## config.mk

```make
export PLATFORM = sky130hd
export DESIGN_NAME = i2c_master
export DESIGN_NICKNAME = d
export VERILOG_FILES = /design/src/rtl/i2c_master.sv
export SDC_FILE = /design/constraint.sdc
export NUM_CORES = 1
export LEC_CHECK = 0
export ABC_AREA = 1
export CORE_MARGIN = 2
export CORE_UTILIZATION = 25
export DETAILED_ROUTE_END_ITERATION = 12
export SLEW_MARGIN = 20
export SYNTH_ARGS = -nofsm -noshare
export SYNTH_HDL_FRONTEND = slang
export SYNTH_SLANG_ARGS = --single-unit
```

## constraint.sdc

```tcl
create_clock -name clk -period 1.9 [get_ports clk]
set_input_delay 0.57 -clock clk [delete_from_list [all_inputs] [get_ports clk]]
set_output_delay 0.57 -clock clk [all_outputs]
set_load 0.02 [all_outputs]
```

## src/rtl/i2c_master.sv

```systemverilog
// Single-byte I2C master: after reset it runs one read or write transaction
// to SLAVE_ADDR, then parks in DONE until the next reset.
// All bus outputs are registered. Each bit slot is one low cycle followed by
// one high cycle, and SDA is sampled on the edge that ends the high cycle.
module i2c_master #(
    parameter logic [6:0] SLAVE_ADDR = 7'h50
) (
    input  logic       clk,
    input  logic       rst,
    input  logic       rw,
    input  logic [7:0] data_in,
    output logic [7:0] data_out,
    output logic [2:0] state,
    output logic       sclk,
    input  logic       sda_in,
    output logic       sda_out
);

    typedef enum logic [2:0] {
        IDLE       = 3'd0,
        ADDRESSING = 3'd1,
        WAITING    = 3'd2,
        READING    = 3'd3,
        WRITING    = 3'd4,
        DONE       = 3'd5
    } state_t;

    state_t     state_q;
    logic [4:0] cnt;      // cycle index within the current state
    logic       rw_q;
    logic [7:0] data_q;
    logic [7:0] tx;       // outgoing bits, MSB is next to drive
    logic [7:0] rx;       // incoming bits, shifted in MSB first

    assign state = state_q;

    // Transaction sequencer. Every output is set for the *next* cycle.
    always_ff @(posedge clk or negedge rst) begin
        if (!rst) begin
            state_q  <= IDLE;
            cnt      <= '0;
            sclk     <= 1'b1;
            sda_out  <= 1'b1;
            data_out <= '0;
            rw_q     <= 1'b0;
            data_q   <= '0;
            tx       <= '0;
            rx       <= '0;
        end else begin
            case (state_q)
                IDLE: begin
                    // Latch the request and issue START (SDA falls, SCL high)
                    rw_q    <= rw;
                    data_q  <= data_in;
                    tx      <= {SLAVE_ADDR, rw};
                    sclk    <= 1'b1;
                    sda_out <= 1'b0;
                    cnt     <= '0;
                    state_q <= ADDRESSING;
                end
                ADDRESSING: begin
                    // cnt 0 is START, odd cnt are low cycles, even (>0) high
                    if (cnt == 5'd16) begin
                        state_q <= WAITING;
                        cnt     <= '0;
                        sclk    <= 1'b0;
                        sda_out <= 1'b1;
                    end else begin
                        cnt <= cnt + 5'd1;
                        if (!cnt[0]) begin
                            sclk    <= 1'b0;
                            sda_out <= tx[7];
                            tx      <= {tx[6:0], 1'b0};
                        end else begin
                            sclk <= 1'b1;
                        end
                    end
                end
                WAITING: begin
                    // cnt 0/1: ACK slot; cnt 2/3 only exist on the NACK STOP path
                    case (cnt)
                        5'd0: begin
                            sclk <= 1'b1;
                            cnt  <= 5'd1;
                        end
                        5'd1: begin
                            sclk <= 1'b0;
                            if (!sda_in) begin
                                cnt     <= '0;
                                state_q <= rw_q ? READING : WRITING;
                                if (rw_q) begin
                                    sda_out <= 1'b1;
                                end else begin
                                    sda_out <= data_q[7];
                                    tx      <= {data_q[6:0], 1'b0};
                                end
                            end else begin
                                cnt     <= 5'd2;
                                sda_out <= 1'b0;
                            end
                        end
                        5'd2: begin
                            sclk <= 1'b1;
                            cnt  <= 5'd3;
                        end
                        default: begin
                            state_q <= DONE;
                            cnt     <= '0;
                            sclk    <= 1'b1;
                            sda_out <= 1'b1;
                        end
                    endcase
                end
                READING, WRITING: begin
                    // cnt 0-15 data slots, 16-17 ack slot, 18-19 STOP
                    cnt <= cnt + 5'd1;
                    if (cnt == 5'd19) begin
                        state_q <= DONE;
                        cnt     <= '0;
                        sclk    <= 1'b1;
                        sda_out <= 1'b1;
                    end else if (cnt == 5'd18) begin
                        sclk <= 1'b1;
                    end else if (cnt == 5'd17) begin
                        sclk    <= 1'b0;
                        sda_out <= 1'b0;
                    end else if (!cnt[0]) begin
                        sclk <= 1'b1;
                    end else begin
                        // End of a data high cycle: sample (read) and set up next low cycle
                        sclk <= 1'b0;
                        if (state_q == READING) begin
                            rx      <= {rx[6:0], sda_in};
                            sda_out <= 1'b1;
                            if (cnt == 5'd15)
                                data_out <= {rx[6:0], sda_in};
                        end else begin
                            sda_out <= (cnt == 5'd15) ? 1'b1 : tx[7];
                            tx      <= {tx[6:0], 1'b0};
                        end
                    end
                end
                DONE: begin
                    // Park with the bus released
                    sclk    <= 1'b1;
                    sda_out <= 1'b1;
                end
                default: begin
                    state_q <= IDLE;
                    cnt     <= '0;
                    sclk    <= 1'b1;
                    sda_out <= 1'b1;
                end
            endcase
        end
    end

endmodule

```

==> qor_table.md <==
| Result | Reported | Unit |
| --- | --- | --- |
| Outcome | complete, no violations | - |
| Antenna diode instance count | 0 | - |
| Final setup violation count | 0 | - |
| Worst-case setup margin in the final layout | 75.0 | ps |
| # DRC | 0 | - |
| Sequential-to-total area share from yosys stat | 47.0 | % |
| Length of the first detailed-routing pass in iterations | 4 | - |
| Number of maximum-capacitance violations | 0 | - |
| Met2 Track Usage GR | 16.3 | % |
| Hold Violations, Final | 0 | - |
| Grt ovf | 0 | - |
| Worst EP required | 1330 | ps |
| Post-placement cell area | 0.00267 | sq mm |
| Fraction of the mapped netlist area in compound gates | 5.80 | % |
| Vias per std cell | 4.34 | - |
| Crit path arrival time | 1250 | ps |
| Initial core utilization | 25.7 | % |
| Clock root buffer master | clkbuf_8 | - |
| CP cell instances | clkdlybuf4s50_1 | - |
| Net Count, Synth | 305 | - |
| Mean cell area of the mapped netlist | 7.79 | sq um |
| Net count, final | 342 | - |
| Maximum vdd drop | 0.810 | mV |
| Number of cells on the worst reg-to-reg path | 9 | - |
| Dominant synthesized flop cell | dfrtp_1 | - |
| Time the worst path needs with I/O delays and setup | 1820 | ps |
| Worst r2r dst | state[2]$_DFFE_PN0P_ | - |
| Number of standard cells in the final layout excluding fillers | 434 | - |
| Clock tree from TritonCTS | yes | - |
| Register bit count reported by yosys | 42 | - |
| Global-route wire length before repair | 8300 | um |
| Number of top-level pins | 25 | - |
| Critical path start-end classification | flop to output port | - |
| GRT Total Usage | 10.3 | % |
| Worst path bufs/invs | 1 | - |
| Library cell occupying the most area in the post-synthesis netlist | dfrtp_1 | - |
| Max transition margin | 81.3 | % |
| Pwr dens | 1440 | mW/mm^2 |
| Slew at the pin closest to its max-slew limit | 280 | ps |
| Overall Power | 0.00399 | W |
| Clock latency reported for the late side of the worst-skew pair | 290 | ps |
| Distinct cell type count after synthesis | 27 | - |
| Input/output buffers | 24 | - |
| Clock Sinks | 42 | - |
| Full die area | 0.00975 | sq mm |
| Met3 layer usage reported by global route | 3.05 | % |
| Fmax | 548 | MHz |
| Share of synthesized cell area in and, or, nand and nor gates | 39.6 | % |
| DP HPWL | 3570 | um |
| Reg2reg setup slack | 200 | ps |
| Met1 Track Usage GR | 14.0 | % |
| Antenna-violating nets left | 0 | - |
| Top cell type's share of synthesized area | 44.6 | % |
| Main combinational cell family by area after synthesis | simple AND/OR/NAND/NOR gates | - |
| Classification of the worst-slack hold path | input port to asynchronous set/reset pin | - |
| Area of all placed cells without fillers | 0.00277 | sq mm |
| Wirelength, routed | 4740 | um |
| Largest clock skew in the final design | 4.85 | ps |
| Vias in the first global route | 1,823 | - |
| Inserted Clock Buffers | 5 | - |
| Max-slew violation total from the final report | 0 | - |
| Final period util | 96.1 | % |
| Core footprint | 0.00872 | sq mm |
| Largest buffer count on any clock path | 2 | - |
| Overall die width | 98.7 | um |
| Family with the most delay on the worst path | buffers and inverters | - |
| Layout Utilization | 31.7 | % |
| Ratio of cells with drive above 1 in the final layout | 15.6 | % |
| Cell types with the largest area share after synthesis | dfrtp_1, nand2_1, nand3_1 | - |
| Level count of the clock H-tree | 2 | - |
| Synthesized-area fraction occupied by adder cells | 2.79 | % |
| Post-Place Cells | 426 | - |
| Detailed Route Iter0 Violations | 76 | - |
| Synthesized instance count | 288 | - |
| Number of enable flip-flop cells after synthesis | 0 | - |
| Slowest cell delay on critical path | 610 | ps |
| Vias after detailed routing | 1,885 | - |
| Total leakage power | 1.39 | nW |
| Core Rows | 34 | - |
| Maximum number of pins on one net before global-route repair | 43 | - |
| Post-place setup slack | -2.48 | ps |
| Avg WL per Cell | 10.9 | um |
| Endpoint kind of the worst setup timing path | output port | - |
| Initial antenna violation count | 0 | - |
| Synthesized-area fraction occupied by xor and xnor cells | 0.390 | % |
| Routability cong. | 0.873 | - |
| Slowest stage cell on the critical path | clkdlybuf4s50_1 | - |
| Multiplexer share of the synthesized area | 0 | % |
| Highest net fanout along the worst path | 2 | - |
| Global-route layer with the greatest usage | met2 | - |
| Area of the mapped netlist | 0.00224 | sq mm |
| Clock slew at the register clock pins of the worst setup and hold paths | 80 | ps |
| Layout overhead on the synthesized area | 23.3 | % |
| Startpoint of the most critical register-to-register path | cnt[0]$_DFFE_PN0N_ | - |
| Unrepaired setup endpoints after global routing | false | - |
| Post-cts hold buffer count | 0 | - |
| Overall die height | 98.7 | um |
| Startpoint type of the worst setup path | flop | - |
| Synthesis Warnings | 0 | - |
| Async S/R FF share, synth | 100 | % |
## metrics by stage
step | TNS, ps | hold slack [ps]
5_1_grt | 0 | 232
2_1_floorplan | 0 | 274
3_3_place_gp | 0 | 454
4_1_cts | 0 | 238
3_5_place_dp | -2.48 | 459
6_report | 0 | 238
## kinds of logic after synthesis
| group | Yosys count |
|---|---|
| AO/OA/AOI/OAI | 24 |
| AND/OR/NAND/NOR | 193 |
| adder cells (fa/ha/maj) | 5 |
| buffers and inverters | 23 |
| flip-flops | 42 |
| XOR/XNOR | 1 |
## layout make-up
cell class	count	area, sq um
fill	946	5950
multi-input combinational	223	1090
sequential	42	1050
timing repair buffer	34	320
tap	108	135
clock buffer	6	82.6
inverter	19	71.3
clock inverter	2	12.5
## timing repair
action,4_1_cts,5_1_grt
setup buffers,0,0
resized for setup,2,1
endpoints found under the setup margin,2,2
## per-layer routing
layer	routed length [um]	part of all wire [%]
met4	29	0.61
met3	233	4.9
met2	2130	45
met5	0	0
met1	2350	50
## sequential cells by signal, indices dropped and copies added, names as in the netlist
name and count:
rx 7, data_out 8, cnt 5, state 3, sda_out 1, tx 8
rw_q 1, data_q 8, sclk 1
## power breakdown
part           internal (W)  leakage (nW)  switching, W  total, W
logic              0.000701         0.803       0.00130   0.00200
registers           0.00120         0.540      0.000189   0.00139
clock network      0.000292        0.0472      0.000318  0.000611
total               0.00219          1.39       0.00180   0.00399
## worst max path at each step
stage / startpoint / endpoint / slack (ps) / depth (start not counted)
global placement: sda_in / tx[0]$_DFFE_PN0P_ / 30 / 9
global route: data_out[0]$_DFFE_PN0P_ / data_out[0] / 10 / 1
detailed placement: sda_in / tx[6]$_DFFE_PN0P_ / -2 / 9
CTS: state[0]$_DFFE_PN0P_ / state[0] / 50 / 1
floorplan: cnt[0]$_DFFE_PN0N_ / data_out[0]$_DFFE_PN0P_ / 300 / 9
finish: state[0]$_DFFE_PN0P_ / state[0] / 80 / 1
## Yosys cell counts, types with 2 or more instances
| cell | n |
|---|---|
| inv_1 | 10 |
| dfrtp_1 | 40 |
| nand4_1 | 3 |
| nor2_4 | 4 |
| nor2_1 | 11 |
| nand3_4 | 2 |
| nor2_2 | 3 |
| a21oi_1 | 6 |
| buf_2 | 2 |
| nand2_2 | 5 |
| inv_2 | 8 |
| ha_1 | 5 |
| dfstp_2 | 2 |
| o22ai_1 | 2 |
| o21ai_1 | 2 |
| nand2_1 | 134 |
| nand3_1 | 25 |
| o21ai_0 | 12 |
| nand2_4 | 4 |
## layout by cell type (no fill, tap or decap), types with 2 or more instances in the layout
cell	Yosys	layout
dfstp_2	2	2
nand2_1	134	134
nor2_2	3	3
nor2_4	4	4
inv_2	8	8
clkdlybuf4s50_1	0	21
nand3_1	25	25
nor2_1	11	11
buf_4	1	9
clkbuf_8	0	6
nand4_1	3	3
o21ai_1	2	2
a21oi_1	6	6
inv_1	10	10
dfrtp_1	40	39
nand3_4	2	2
ha_1	5	5
nand2_4	4	4
o22ai_1	2	2
o21ai_0	12	12
nand2_2	5	5
dlygate4sd2_1	0	2
Note: power is estimated with default switching activity, not from simulation.
